File: src/rtl/bp_be_fe_queue_buffer.sv
// FE packet buffer with write, speculative read and commit pointers; issued packets can be replayed or flushed.
// Packets are visible one cycle after enqueue. ready_and_o falls only on full, and it never depends on same-cycle commit or clr.
module bp_be_fe_queue_buffer #(
    parameter int els_p   = 8,
    parameter int width_p = 128,
    localparam int ptr_width_lp = $clog2(els_p) + 1
) (
    input  logic                    clk_i,
    input  logic                    reset_n_i,
    input  logic [width_p-1:0]      fe_queue_i,
    input  logic                    fe_queue_v_i,
    output logic                    fe_queue_ready_and_o,
    output logic [width_p-1:0]      fe_queue_o,
    output logic                    fe_queue_v_o,
    input  logic                    read_i,
    input  logic                    cmt_i,
    input  logic                    roll_i,
    input  logic                    clr_i,
    output logic                    full_o,
    output logic                    empty_o,
    output logic [ptr_width_lp-1:0] count_o
);

    localparam int msb_lp = ptr_width_lp - 1;
    localparam int lo_lp  = ptr_width_lp - 2;

    logic [ptr_width_lp-1:0] wptr_q, wptr_d;
    logic [ptr_width_lp-1:0] rptr_q, rptr_d;
    logic [ptr_width_lp-1:0] cptr_q, cptr_d;
    logic [width_p-1:0]      mem_q [els_p];

    logic full, enq, read_fire, cmt_fire;

    // Same low bits with opposite wrap bits means the writer is a full lap ahead of commit.
    assign full      = (wptr_q[msb_lp] != cptr_q[msb_lp]) & (wptr_q[lo_lp:0] == cptr_q[lo_lp:0]);
    assign enq       = fe_queue_v_i & ~full;
    assign read_fire = read_i & fe_queue_v_o;
    assign cmt_fire  = cmt_i & (cptr_q != rptr_q);

    assign fe_queue_ready_and_o = ~full;
    assign fe_queue_v_o         = (rptr_q != wptr_q);
    assign fe_queue_o           = mem_q[rptr_q[lo_lp:0]];
    assign full_o               = full;
    assign count_o              = wptr_q - cptr_q;
    assign empty_o              = (wptr_q == cptr_q);

    always_comb begin
        wptr_d = wptr_q + ptr_width_lp'(enq);
        rptr_d = rptr_q;
        cptr_d = cptr_q + ptr_width_lp'(cmt_fire);
        if (clr_i) begin
            wptr_d = cptr_q;
            rptr_d = cptr_q;
            cptr_d = cptr_q;
        end else if (roll_i) begin
            rptr_d = cptr_d;
        end else if (read_fire) begin
            rptr_d = rptr_q + ptr_width_lp'(1);
        end
    end

    always_ff @(posedge clk_i or negedge reset_n_i) begin
        if (!reset_n_i) begin
            wptr_q <= '0;
            rptr_q <= '0;
            cptr_q <= '0;
        end else begin
            wptr_q <= wptr_d;
            rptr_q <= rptr_d;
            cptr_q <= cptr_d;
        end
    end

    // Storage is deliberately left unreset; a packet accepted during clr is simply dropped.
    always_ff @(posedge clk_i) begin
        if (enq && !clr_i) begin
            mem_q[wptr_q[lo_lp:0]] <= fe_queue_i;
        end
    end

    always @(posedge clk_i) begin
        if (reset_n_i) begin
            assert (!(cmt_i && (cptr_q == rptr_q)));
            assert ((rptr_q - cptr_q) <= (wptr_q - cptr_q));
            assert ((wptr_q - cptr_q) <= ptr_width_lp'(els_p));
        end
    end

endmodule

File: config.mk
export PLATFORM = sky130hd
export DESIGN_NAME = bp_be_fe_queue_buffer
export DESIGN_NICKNAME = d
export VERILOG_FILES = /design/src/rtl/bp_be_fe_queue_buffer.sv
export SDC_FILE = /design/constraint.sdc
export NUM_CORES = 1
export LEC_CHECK = 0
export CAP_MARGIN = 20
export CORE_UTILIZATION = 60
export CTS_CLUSTER_SIZE = 20
export DETAILED_ROUTE_END_ITERATION = 10
export PLACE_DENSITY_LB_ADDON = 0.08
export SLEW_MARGIN = 10
export SYNTH_ARGS = -nofsm -noshare
export SYNTH_HDL_FRONTEND = slang
export SYNTH_SLANG_ARGS = --single-unit
File: constraint.sdc
create_clock -name clk_i -period 24.7 [get_ports clk_i]
set_input_delay 3.705 -clock clk_i [delete_from_list [all_inputs] [get_ports clk_i]]
set_output_delay 3.705 -clock clk_i [all_outputs]
set_load 0.05 [all_outputs]
==> results.yml <==
status:
  status: "finished clean"
worst_setup_path:
  crit_path_cell_trace: "buf_4 > buf_4 > mux4_2 > nand2_1 > nand2_1 > clkdlybuf4s50_1"
  worstSetupStartpointType: "flop"
  cp_top_family: "buffers and inverters"
  cp_max_fo: 46
  reg2regPathDepth: 7
  path_buf_inv: 3
  crit_arrival_ps: 4760
  cp_slowest_cell: "buf_4"
  critPathMaxStageDelay_ps: 840
  cp.required_ps: 21000
  path_depth: 6
  crit_path_end_kind: "primary output"
  path_class: "reg -> out"
routing:
  drt-total-wl_um: 78800
  drtIter0Drc: 1396
  vias_per_cell: 5.94
  drc: 0
  ant_nets: 0
  wl_per_cell_um: 25.1
  drtPass1Iterations: 7
  vias: 18600
timing:
  fin_setup_tns_ps: 0
  setup_viol: 0
  fin_ws_ps: 16230
  final-hold-violation-count: 0
  slew_headroom: 0.301
  fmax_ghz: 0.118
  fin_skew_ps: 19.0
  period_needed_ps: 8470
  fin_crit_sh: 0.343
  tightest_slew_ps: 1050
  finalMaxSlewViolations: 0
  rsz0062_at_grt: "false"
clock_network:
  cts-root-buf: "clkbuf_16"
  numCtsBuffers: 103
  cts.sinks: 1036
  post-cts-setup-buffers: 0
  cts_tree: "yes"
  htreeDepth: 3
  clkLatencyLatePin_ps: 650
  postCtsHoldBufs: 0
  cts.reportedPaths.clkPinSlew_ps: 60
  ctsResizeCount: 0
  clockBufferDepth: 3
global_routing:
  grt_use_total: 0.242
  antenna_found_initial: 15
  gr-total-overflow: 0
  grt_max_degree: 136
  grt_pass1_vias: 19700
  grt_pass1_wl_um: 119000
synth:
  netlist_top_cells_area: "edfxtp_1 78%, mux4_2 15%, nand2_1 3.7%, dfrtp_1 0.76%, buf_6 0.68%"
  synth_top_area_frac: 0.777
  synth_cell_types: 41
  async_reset_ff_frac: 0.0116
  yosysMostFrequentCell: "edfxtp_1"
  ys_seq_area_frac: 0.785
  synthTopCellsByCount: "1024 x edfxtp_1, 388 x nand2_1, 256 x mux4_2"
  synth_flop_cell: "edfxtp_1"
  synth_enable_flop_cells: 1024
  synth_area_leader_cell: "edfxtp_1"
  netlist_area_um2: 39600
  synth_cells: 1868
  yosys_warnings: 0
  yosys_register_bits: 1036
  syn_nets: 2012
  syn_avg_cell_area_um2: 21.2
layout:
  regArea_um2: 31100
  nFillCells: 3838
  final_nets: 2330
  syn_to_final_growth_pct: 17.5
  multi_input_area_um2: 7940
  drive_gt1_frac: 0.201
flow_run:
  drv_cap: 0
floorplanning:
  initial_core_util: 0.610
  core_um2: 64800
  die_area_um2: 67000
  io_pins: 271
  chipHeight_um: 259
  die_w_um: 259
  rows: 93
power:
  power_density_nw_per_um2: 125
  ir_drop_v: 0.000112
  power.leakage_nw: 15.2
placed_design:
  portBuffers: 270
  dp_hpwl_um: 41500
  dp_slack_ps: 16720
  gp_congestion: 0.765
hold_path:
  hp-class: "reg -> reg"
  hold_depth: 1
-- report_power, final --
group          switching (W)  internal [W]  leakage (nW)  total [W]
Clock               0.000638      0.000879          1.61    0.00152
Combinational        0.00133      0.000792          4.20    0.00212
Sequential         0.0000829       0.00208          9.39    0.00216
Total                0.00205       0.00375          15.2    0.00580
-- worst reg2reg max path, delay by kind of cell, from the launching register on --
family | cells | cell delay, ps
flops | 1 | 650
simple gates | 4 | 1360
buf+inv | 2 | 1350
fa+ha+maj | 1 | 340
-- state kept, by name, indices dropped and copies added (netlist names) --
name / cells
cptr_q: 4
wptr_q: 4
rptr_q: 4
mem_q: 1024
-- per-stage QoR --
step / hold slack (ps) / instances / power (W) / utilization / area [um^2]
floorplan: 553 / 1868 / 0.00373 / - / 39600
global placement: 596 / 2935 / 0.00432 / 0.665 / 43100
detailed placement: 608 / 2935 / 0.00433 / 0.665 / 43100
CTS: 617 / 3127 / 0.00585 / 0.716 / 46400
global route: 672 / 3134 / 0.00603 / 0.717 / 46500
finish: 618 / 3136 / 0.00580 / 0.717 / 46500
-- worst paths after layout --
kind	start	end	slack [ps]
hold / removal	cptr_q[3]	cptr_q[3]	620
min in group asynchronous	reset_n_i	wptr_q[0]	3440
hold reg to reg	cptr_q[3]	cptr_q[3]	620
setup / recovery	rptr_q[0]	fe_queue_o[21]	16230
setup reg to reg	wptr_q[1]	mem_q[2][80]	20560
max in group asynchronous	reset_n_i	rptr_q[0]	20780
-- layer usage --
layer / up-vias / track usage / wire (um)
met5: - / 0 / 116
met4: 16 / 0.0717 / 1630
met3: 126 / 0.0551 / 5310
li1: 8153 / - / -
met1: 9784 / 0.317 / 30900
met2: 543 / 0.411 / 40800
-- layout by cell type, fill, tap and decap left out, types with 2 or more instances in the layout --
cell type and n:
nand3_1 4, clkdlybuf4s50_1 270, bufinv_16 10, nor2_4 6
nand4b_1 2, nand2_1 388, xor2_1 11, clkinv_1 26
clkbuf_1 17, nor3_1 3, clkinv_8 3, nor2_1 6
a211oi_1 2, ha_1 8, xnor2_2 3, nand2b_1 3
nor3_2 2, dfrtp_1 9, mux4_2 256, inv_6 2
nor2b_1 2, a21oi_1 6, clkinv_2 19, dfrtp_4 3
buf_4 33, o21ai_0 4, xnor2_1 3, clkinvlp_4 8
inv_1 12, clkbuf_16 104, edfxtp_1 1024, diode_2 8
-- layout make-up --
cell class                 count  area share
clock buffer                 121      0.0574
timing repair buffer         305      0.0645
antenna                        8    0.000431
tap                          855      0.0230
inverter                      13     0.00110
sequential                  1036       0.668
clock inverter                71      0.0142
multi-input combinational    727       0.171
-- logic make-up after synthesis --
logic type,Yosys count,share of synthesized area
xor gates and xnor gates,17,0.00433
AOI/OAI and AO/OA,19,0.00342
buffers and inverters,105,0.0156
adders and majority gates,9,0.00304
DFF,1036,0.785
muxes,258,0.146
and+or+nand+nor,424,0.0423
(Power assumes the default switching activity.)
